==> src/rtl/alu_pipe_if.sv <==
// Handshake bundle between the decode stage, the pipelined ALU and writeback.
// The master drives operands and accepts results; the slave is the ALU.
interface alu_pipe_if #(
    parameter int unsigned WIDTH = 8
);
    logic             in_valid;
    logic             in_ready;
    logic [WIDTH-1:0] in_a;
    logic [WIDTH-1:0] in_b;
    logic [2:0]       opcode;
    logic             ext_en;
    logic             out_valid;
    logic             out_ready;
    logic [WIDTH-1:0] alu_out;
    logic             a_is_zero;
    logic             zero;
    logic             carry;
    logic             overflow;
    logic [15:0]      op_count;

    modport master (
        output in_valid, in_a, in_b, opcode, ext_en, out_ready,
        input  in_ready, out_valid, alu_out, a_is_zero, zero, carry, overflow, op_count
    );

    modport slave (
        input  in_valid, in_a, in_b, opcode, ext_en, out_ready,
        output in_ready, out_valid, alu_out, a_is_zero, zero, carry, overflow, op_count
    );
endinterface

==> src/rtl/alu_pipe.sv <==
// Pipelined VeriRISC-compatible ALU: legacy and extended opcode banks, stored carry for
// multi-word arithmetic, result flags, valid/ready on both sides, one or two register stages.
module alu_pipe #(
    parameter int unsigned WIDTH  = 8,
    parameter int unsigned STAGES = 2
) (
    input logic       clk,
    input logic       rst_n,
    alu_pipe_if.slave bus
);
    localparam int unsigned MSB = WIDTH - 1;

    // {ext_en, opcode}
    localparam logic [3:0] OpAdd  = 4'b0_010;
    localparam logic [3:0] OpAnd  = 4'b0_011;
    localparam logic [3:0] OpXor  = 4'b0_100;
    localparam logic [3:0] OpPassB = 4'b0_101;
    localparam logic [3:0] OpSub  = 4'b1_000;
    localparam logic [3:0] OpOr   = 4'b1_001;
    localparam logic [3:0] OpAddc = 4'b1_010;
    localparam logic [3:0] OpNand = 4'b1_011;
    localparam logic [3:0] OpXnor = 4'b1_100;
    localparam logic [3:0] OpShl  = 4'b1_101;
    localparam logic [3:0] OpShr  = 4'b1_110;
    localparam logic [3:0] OpRol  = 4'b1_111;

    typedef struct packed {
        logic [WIDTH-1:0] res;
        logic             a_zero;
        logic             zero;
        logic             carry;
        logic             ovf;
    } result_t;

    logic           carry_q;
    logic           s1_valid_q;
    result_t        s1_q;
    logic           s1_adv;
    logic           out_valid;
    result_t        out_q;
    logic [15:0]    op_count_q;

    logic           in_ready;
    logic           accept;
    logic           upd_carry;
    logic           add_cin;
    logic [WIDTH:0] sum;
    logic [WIDTH:0] diff;
    logic           add_ovf;
    logic           sub_ovf;
    result_t        r;

    assign in_ready = !s1_valid_q || s1_adv;
    assign accept   = bus.in_valid && in_ready;

    // ADDC always consumes the carry of the latest accepted carry-producing op.
    assign add_cin = ({bus.ext_en, bus.opcode} == OpAddc) ? carry_q : 1'b0;
    assign sum     = {1'b0, bus.in_a} + {1'b0, bus.in_b} + {{WIDTH{1'b0}}, add_cin};
    assign diff    = {1'b0, bus.in_a} - {1'b0, bus.in_b};
    assign add_ovf = (bus.in_a[MSB] == bus.in_b[MSB]) && (sum[MSB] != bus.in_a[MSB]);
    assign sub_ovf = (bus.in_a[MSB] != bus.in_b[MSB]) && (diff[MSB] != bus.in_a[MSB]);

    always_comb begin
        r         = '0;
        upd_carry = 1'b0;
        case ({bus.ext_en, bus.opcode})
            OpAdd, OpAddc: begin
                r.res     = sum[WIDTH-1:0];
                r.carry   = sum[WIDTH];
                r.ovf     = add_ovf;
                upd_carry = 1'b1;
            end
            OpAnd:   r.res = bus.in_a & bus.in_b;
            OpXor:   r.res = bus.in_a ^ bus.in_b;
            OpPassB: r.res = bus.in_b;
            OpSub: begin
                r.res     = diff[WIDTH-1:0];
                r.carry   = diff[WIDTH];
                r.ovf     = sub_ovf;
                upd_carry = 1'b1;
            end
            OpOr:    r.res = bus.in_a | bus.in_b;
            OpNand:  r.res = ~(bus.in_a & bus.in_b);
            OpXnor:  r.res = ~(bus.in_a ^ bus.in_b);
            OpShl: begin
                r.res     = {bus.in_a[WIDTH-2:0], 1'b0};
                r.carry   = bus.in_a[MSB];
                upd_carry = 1'b1;
            end
            OpShr: begin
                r.res     = {1'b0, bus.in_a[WIDTH-1:1]};
                r.carry   = bus.in_a[0];
                upd_carry = 1'b1;
            end
            OpRol: begin
                r.res     = {bus.in_a[WIDTH-2:0], bus.in_a[MSB]};
                r.carry   = bus.in_a[MSB];
                upd_carry = 1'b1;
            end
            default: r.res = bus.in_a;
        endcase
        r.a_zero = (bus.in_a == '0);
        r.zero   = (r.res == '0);
    end

    always_ff @(posedge clk or negedge rst_n) begin
        if (!rst_n) begin
            carry_q <= 1'b0;
        end else if (accept && upd_carry) begin
            carry_q <= r.carry;
        end
    end

    always_ff @(posedge clk or negedge rst_n) begin
        if (!rst_n) begin
            s1_valid_q <= 1'b0;
            s1_q       <= '0;
        end else if (accept) begin
            s1_valid_q <= 1'b1;
            s1_q       <= r;
        end else if (s1_adv) begin
            s1_valid_q <= 1'b0;
        end
    end

    generate
        if (STAGES == 2) begin : g_two_stage
            logic    s2_valid_q;
            result_t s2_q;

            assign s1_adv = !s2_valid_q || bus.out_ready;

            always_ff @(posedge clk or negedge rst_n) begin
                if (!rst_n) begin
                    s2_valid_q <= 1'b0;
                    s2_q       <= '0;
                end else if (s1_valid_q && s1_adv) begin
                    s2_valid_q <= 1'b1;
                    s2_q       <= s1_q;
                end else if (bus.out_ready) begin
                    s2_valid_q <= 1'b0;
                end
            end

            assign out_valid = s2_valid_q;
            assign out_q     = s2_q;
        end else begin : g_one_stage
            assign s1_adv    = bus.out_ready;
            assign out_valid = s1_valid_q;
            assign out_q     = s1_q;
        end
    endgenerate

    always_ff @(posedge clk or negedge rst_n) begin
        if (!rst_n) begin
            op_count_q <= '0;
        end else if (out_valid && bus.out_ready) begin
            op_count_q <= op_count_q + 16'd1;
        end
    end

    assign bus.in_ready  = in_ready;
    assign bus.out_valid = out_valid;
    assign bus.alu_out   = out_q.res;
    assign bus.a_is_zero = out_q.a_zero;
    assign bus.zero      = out_q.zero;
    assign bus.carry     = out_q.carry;
    assign bus.overflow  = out_q.ovf;
    assign bus.op_count  = op_count_q;
endmodule

==> src/flat_wrapper.sv <==
// flat-port wrapper written by rule: the top's interface ports become plain ports
module alu_pipe_flat 
#(
    parameter int unsigned WIDTH  = 8,
    parameter int unsigned STAGES = 2
)
  (clk, rst_n, bus_in_valid, bus_in_a, bus_in_b, bus_opcode, bus_ext_en, bus_out_ready, bus_in_ready, bus_out_valid, bus_alu_out, bus_a_is_zero, bus_zero, bus_carry, bus_overflow, bus_op_count);
  alu_pipe_if #(.WIDTH(WIDTH)) bus_i ();
  input logic clk;
  input logic rst_n;
  input wire logic [$bits(bus_i.in_valid)-1:0] bus_in_valid;
  input wire logic [$bits(bus_i.in_a)-1:0] bus_in_a;
  input wire logic [$bits(bus_i.in_b)-1:0] bus_in_b;
  input wire logic [$bits(bus_i.opcode)-1:0] bus_opcode;
  input wire logic [$bits(bus_i.ext_en)-1:0] bus_ext_en;
  input wire logic [$bits(bus_i.out_ready)-1:0] bus_out_ready;
  output wire logic [$bits(bus_i.in_ready)-1:0] bus_in_ready;
  output wire logic [$bits(bus_i.out_valid)-1:0] bus_out_valid;
  output wire logic [$bits(bus_i.alu_out)-1:0] bus_alu_out;
  output wire logic [$bits(bus_i.a_is_zero)-1:0] bus_a_is_zero;
  output wire logic [$bits(bus_i.zero)-1:0] bus_zero;
  output wire logic [$bits(bus_i.carry)-1:0] bus_carry;
  output wire logic [$bits(bus_i.overflow)-1:0] bus_overflow;
  output wire logic [$bits(bus_i.op_count)-1:0] bus_op_count;
  assign bus_i.in_valid = bus_in_valid;
  assign bus_i.in_a = bus_in_a;
  assign bus_i.in_b = bus_in_b;
  assign bus_i.opcode = bus_opcode;
  assign bus_i.ext_en = bus_ext_en;
  assign bus_i.out_ready = bus_out_ready;
  assign bus_in_ready = bus_i.in_ready;
  assign bus_out_valid = bus_i.out_valid;
  assign bus_alu_out = bus_i.alu_out;
  assign bus_a_is_zero = bus_i.a_is_zero;
  assign bus_zero = bus_i.zero;
  assign bus_carry = bus_i.carry;
  assign bus_overflow = bus_i.overflow;
  assign bus_op_count = bus_i.op_count;
  alu_pipe #(.WIDTH(WIDTH), .STAGES(STAGES)) u_core (.clk(clk), .rst_n(rst_n), .bus(bus_i));
endmodule
==> config.mk <==
export PLATFORM = sky130hd
export DESIGN_NAME = alu_pipe_flat
export DESIGN_NICKNAME = d
export VERILOG_FILES = /design/src/rtl/alu_pipe_if.sv /design/src/rtl/alu_pipe.sv /design/src/flat_wrapper.sv
export SDC_FILE = /design/constraint.sdc
export NUM_CORES = 1
export LEC_CHECK = 0
export ABC_CLOCK_PERIOD_IN_PS = 2700
export BUFFER_PORTS_ARGS = -buffer_cell sky130_fd_sc_hd__buf_4
export CORE_ASPECT_RATIO = 0.7
export CORE_MARGIN = 3
export CORE_UTILIZATION = 45
export DETAILED_ROUTE_END_ITERATION = 8
export PLACE_DENSITY = 0.68
export SYNTH_ARGS = -nofsm -noshare
export SYNTH_HDL_FRONTEND = slang
export SYNTH_SLANG_ARGS = --single-unit
export TNS_END_PERCENT = 50
==> constraint.sdc <==
create_clock -name clk -period 2.7 [get_ports clk]
set_input_delay 0.405 -clock clk [delete_from_list [all_inputs] [get_ports clk]]
set_output_delay 0.405 -clock clk [all_outputs]
set_load 0.05 [all_outputs]
; ---- Word-level counts from Yosys, hierarchy flattened
; Cells that the tools add are included.
[word_totals]
register_bits = 43
inputBits = 24
elab_cells = 65
out_inout_bits = 30
[op_classes]
muxes = 9
addsub = 4
eq_ne = 16
bitwise_logic = 5
reduce_logical = 17
[ops]
columns = op, n
row1 = one-hot mux 8 bit (11 select lines), 1
row2 = equality test 4 bit (second input constant), 8
row3 = adder 16 x 1 -> 16 bit (second input constant), 1
row4 = logical NOT 8 bit, 2
row5 = inverter 8 bit, 2
row6 = adder 8 x 8 -> 9 bit, 1
row7 = adder 9 x 1 -> 9 bit, 1
row8 = subtractor 8 x 8 -> 9 bit, 1
row9 = AND 8 bit, 1
row10 = equality test 4 x 2 -> 1 bit (second input constant), 2
row11 = equality test 4 x 3 -> 1 bit (second input constant), 2
row12 = OR 8 bit, 1
row13 = bitwise XOR 8 bit, 1
row14 = logical AND 1 bit, 6
row15 = 2-to-1 mux 1 bit, 6
row16 = OR reduction 6 bit, 1
row17 = one-hot mux 1 bit (4 select lines), 1
row18 = nonzero test 2 bit, 2
row19 = OR reduction 2 bit, 2
row20 = inequality test 1 bit, 3
row21 = logical NOT 1 bit, 2
row22 = logical OR 1 bit, 2
row23 = one-hot mux 1 bit (2 select lines), 1
row24 = equality test 1 bit, 1

; ---- Longest topological paths before layout
[depth]
ltp_word = 6
mapped_depth = 14
depth_no_buf = 12

; ---- Worst setup path after synthesis
; Ideal clock, no wire load.
[synth_path]
path_type = input-to-reg
startpoint = in bus_ext_en
endpoint = reg u_core.s1_q[2] (netlist bit)
setup_time_ns = 0.076
stages = 14
required_ns = 2.624
t_arrival_ns = 3.102
path_buffers = 2
slack_ns = -0.478
path_cell_list = buf_2 > buf_2 > inv_1 > nor2_1 > nand3_1 > fa_1 > fa_1 > nand2b_1 > a211oi_1 > mux2i_1 > o211ai_2 > o32ai_1 > nand4_1 > o21ai_1
[synth_between]
elab_chain_cells = 5
elab_cells_between_ends = 17
classes_between = add/sub (1) / eq/ne (12) / mux (2) / reduce/logical (2)
[synth_rtl]
columns = item, line_no
row1 = from (decl), flat_wrapper.sv:15  ; input wire logic [$bits(bus_i.ext_en)-1:0] bus_ext_en;
row2 = equality test 4 bit, "alu_pipe.sv:57, alu_pipe.sv:66"
row3 = 2-to-1 mux 1 bit, alu_pipe.sv:57  ; assign add_cin = ({bus.ext_en, bus.opcode} == OpAddc) ? carry_q : 1'b0;
row4 = adder 9 x 1 -> 9 bit, alu_pipe.sv:58  ; assign sum = {1'b0, bus.in_a} + {1'b0, bus.in_b} + {{WIDTH{1'b0}}, add_cin};
row5 = one-hot mux 8 bit (11 select lines) (*), alu_pipe.sv:66  ; case ({bus.ext_en, bus.opcode})
row6 = logical NOT 8 bit (*), alu_pipe.sv:103  ; r.zero = (r.res == '0);
row7 = to (signal assigned), alu_pipe.sv:120  ; s1_q <= r;
row8 = to (decl), alu_pipe.sv:37  ; result_t s1_q;
; Every way passes the cells marked *; elsewhere a longest branch is shown, timed or not.
; A chain may end at the register's enable or synchronous reset.

; ---- Worst setup path after layout
[layout_path]
startpoint = reg u_core.carry_q
endpoint = reg u_core.s1_q[2] (netlist bit)
[layout_between]
elab_chain_cells = 4
[layout_rtl]
columns = item, line_no
row1 = from (decl), alu_pipe.sv:35  ; logic carry_q;
row2 = from (signal assigned), alu_pipe.sv:110  ; carry_q <= r.carry;
row3 = 2-to-1 mux 1 bit, alu_pipe.sv:57
row4 = adder 9 x 1 -> 9 bit, alu_pipe.sv:58
row5 = one-hot mux 8 bit (11 select lines), alu_pipe.sv:66
row6 = logical NOT 8 bit, alu_pipe.sv:103
; Every way passes these cells.

==> out/results.tsv <==
stage	metric	value	unit
clock_tree	CTS Sinks	43	
finish	share of cells above drive strength 1	0.2495	
clock_tree	H-tree depth	2	
finish	most frequent cells in the layout	76 x buf_4, 43 x dfrtp_1, 36 x nand2_1	
drt	post-route ant nets	0	
synthesis	XOR/XNOR Fraction of Synth Area	0.05071	
critical_path	Top Family by Delay on Critical Path	compound AO/OA/AOI/OAI gates	
timing	Tmin final	2703	ps
synthesis	Mean Syn Cell Area	8.783	µm²
synthesis	post-synthesis compound-gate area fraction	0.2225	
drt	DRT Wirelength	10.10	mm
critical_path	crit path capture type	flop	
synthesis	largest family of logic cells by synthesized area	compound AO/OA/AOI/OAI gates	
finish	fin nets	520	
clock_tree	Root Buffer	clkbuf_16	
clock_tree	total CTS buffers	5	
global_route	first-pass GRT wire length	16.53	mm
flow_run	max cap viols	0	
timing	RSZ-0062 raised after global routing	true	
drt	WL/cell	17.82	µm
synthesis	top_reg_cell synth	dfrtp_1	
timing	final hold violations	0	
critical_path	max incr delay on CP	400	ps
die	core area	7547	µm²
clock_tree	Skew-Pair Late Insertion Delay	280	ps
synthesis	Synth Register Bits	43	
clock_tree	cts hold-fix bufs	0	
die	Die Ht	81.12	µm
die	die area	9191	µm²
critical_path	worst setup path category	flop to flop	
timing	hold slack	103.4	ps
critical_path	slowest cell on the critical path	dfrtp_1	
die	die width	113.3	µm
global_route	vias in the first global route	3298	
synthesis	Post-Synth Adder-Cell Area	0.1028	
critical_path	cell breakdown of the critical path	nand3_2 -> fa_2 -> fa_2 -> nand2b_4 -> a211oi_4 -> mux2i_1 -> o211ai_2 -> o32ai_2 -> nand4_1 -> o21ai_1	
synthesis	synth unique cells	67	
synthesis	Synth Area in Simple Gates	0.1956	
synthesis	sequential share of the synthesized area	0.2967	
clock_tree	setup bufs post-CTS	0	
finish	post-layout util	0.5811	
timing	final setup violation count	1	
place	post-DP HPWL	7.509	mm
min_path	worst min path class	input port to async pin	
drt	Pre-antenna DRT Iters	5	
die	I/O pin cnt	54	
finish	# diodes	0	
timing	Slew @ Worst Pin	586.2	ps
synthesis	number of synthesized flops with an enable pin	0	
timing	highest clock rate	370.0	MHz
global_route	largest net degree at the start of global routing	44	
synthesis	mux contribution to synthesized area	0.06899	
timing	Final Skew	3.370	ps
clock_tree	cts repair resizes	2	
critical_path	CP Buf/Inv Count	0	
drt	Initial DRC Count	247	
global_route	Global Route Usage Sum	0.2234	
status	violated checks	setup timing	
finish	most common cell after layout, fill and taps aside	buf_4	
critical_path	crit-path most repeated cell	fa_2	
critical_path	Worst setup SP type	flop	
synthesis	Cells after Synth	413	
timing	final worst-path cycle share	1.001	
die	row cnt	26	
die	Initial Utilization	0.4806	
finish	fillcell total	690	
synthesis	Post-synth ARST share	1.000	
drt	via count	3372	
critical_path	CP Data Arrival Time	2910	ps
synthesis	Post-Syn Nets	465	
place	GPL Wtd Cong	0.9831	
timing	Max transition margin	0.6084	
global_route	total grt overflow	0	
power	power density over the cells	582.3	nW/µm²
timing	fin. max-slew vios	0	
clock_tree	CTS Buffer Depth	2	
critical_path	Crit path required time	2910	ps
critical_path	crit-path max FO	3	
drt	DRC violation count after routing	0	
power	Worst VDD drop	391.2	µV
power	Leak	0.002025	µW
timing	Final WS setup	-3.034	ps
place	IO Port Bufs	53	
status	status	finished, violations left	
drt	vias per std cell	5.947	
global_route	initial antenna violation count	0	
synthesis	synthesized cell area	3627	µm²
clock_tree	CTS tree	yes	
synthesis	warnings from Yosys	0	
clock_tree	Reg clk slew, reported paths	60	ps
finish	Area Growth Syn to Fin	20.90	%
[area by class of cell]
cell class	instances	area (µm²)	area share
clock buffers	8	156.4	0.03566
multi-input cells	317	2364	0.5389
repair buffers	76	570.5	0.1301
inverters	25	96.34	0.02197
flip-flops and latches	43	1076	0.2454
well taps	98	122.6	0.02796
[cell families (layout without fill, tap and decap cells)]
logic type / Yosys count / after routing
AO/OA/AOI/OAI: 112 / 112
multiplexers: 23 / 23
AND/OR/NAND/NOR: 133 / 133
buffers and inverters: 53 / 109
flip-flops: 43 / 43
adder cells (fa/ha/maj): 28 / 28
XOR/XNOR: 21 / 21
[flip-flops by register name (all words and copies together), names as in the netlist]
register              flops
u_core.bus.alu_out        8
u_core.carry_q            1
u_core.s1_q              12
u_core.s1_valid_q         1
u_core.bus.zero           1
u_core.bus.overflow       1
u_core.bus.op_count      16
u_core.bus.out_valid      1
u_core.bus.carry          1
u_core.bus.a_is_zero      1
[per-stage QoR]
step	cell area, µm²	total power, µW	setup TNS [ps]	instances	setup slack, ps
floorplan	3684	1591	-176.2	413	-137.1
global placement	4217	1914	-214.6	559	-164.1
detailed placement	4217	1934	-460.0	559	-307.5
CTS	4385	2566	-24.62	567	-24.62
global route	4385	2697	-147.7	567	-147.7
finish	4385	2554	-3.034	567	-3.034
[power breakdown]
group / switching, µW / internal [µW]
Clock: 229 / 393
Combinational: 679 / 392
Sequential: 97.7 / 763
[synth_stat cells, types with 4 or more instances]
library cell | instances | area, µm²
a21oi_1 | 15 | 75.07
or3_1 | 6 | 37.54
buf_2 | 11 | 55.05
or2_2 | 4 | 25.02
xnor2_1 | 12 | 105.1
a31oi_1 | 4 | 25.02
nor2b_1 | 12 | 75.07
clkbuf_1 | 14 | 52.55
dfrtp_1 | 43 | 1076
mux2i_1 | 7 | 70.07
nand3_1 | 7 | 35.03
ha_1 | 25 | 312.8
a211oi_1 | 8 | 60.06
o221ai_1 | 4 | 35.03
o21ai_0 | 18 | 90.09
inv_1 | 25 | 93.84
nand2b_1 | 17 | 106.4
nor2_1 | 18 | 67.56
a21o_1 | 4 | 30.03
o31ai_1 | 5 | 37.54
xor2_1 | 9 | 78.83
mux2_2 | 16 | 180.2
nor3b_1 | 4 | 30.03
nor3_1 | 7 | 35.03
o22ai_1 | 8 | 50.05
nand2_1 | 36 | 135.1
nand3b_1 | 4 | 30.03
[routing by layer]
metal	vias to the layer above	wire, µm	global-route usage
met3	4	1022	0.05808
met4	0	32	0.03001
li1	1602	-	-
met1	1596	4758	0.3369
met5	-	0	0
met2	170	4290	0.3286
[worst register-to-register path: cells and delay by family, from the launching register on]
family,cells,cell delay (ps)
DFF,1,400
muxes,1,250
and+or+nand+nor,3,400
adders and majority gates,2,780
AOI/OAI and AO/OA,4,790
[worst paths after layout]
path | start | cells past startpoint | slack, ps | endpoint
setup reg to reg | u_core.carry_q | 10 | -3 | u_core.s1_q[2]
min in group clk | bus_in_valid | 2 | 320 | u_core.s1_valid_q
hold / removal | rst_n | 1 | 100 | u_core.bus.op_count[14]
setup / recovery | u_core.carry_q | 10 | -3 | u_core.s1_q[2]
max in group asynchronous | rst_n | 1 | 2220 | u_core.s1_q[4]
hold reg to reg | u_core.s1_q[1] | 1 | 470 | u_core.s1_q[1]
No activity file was read; power rests on OpenSTA's default activity.
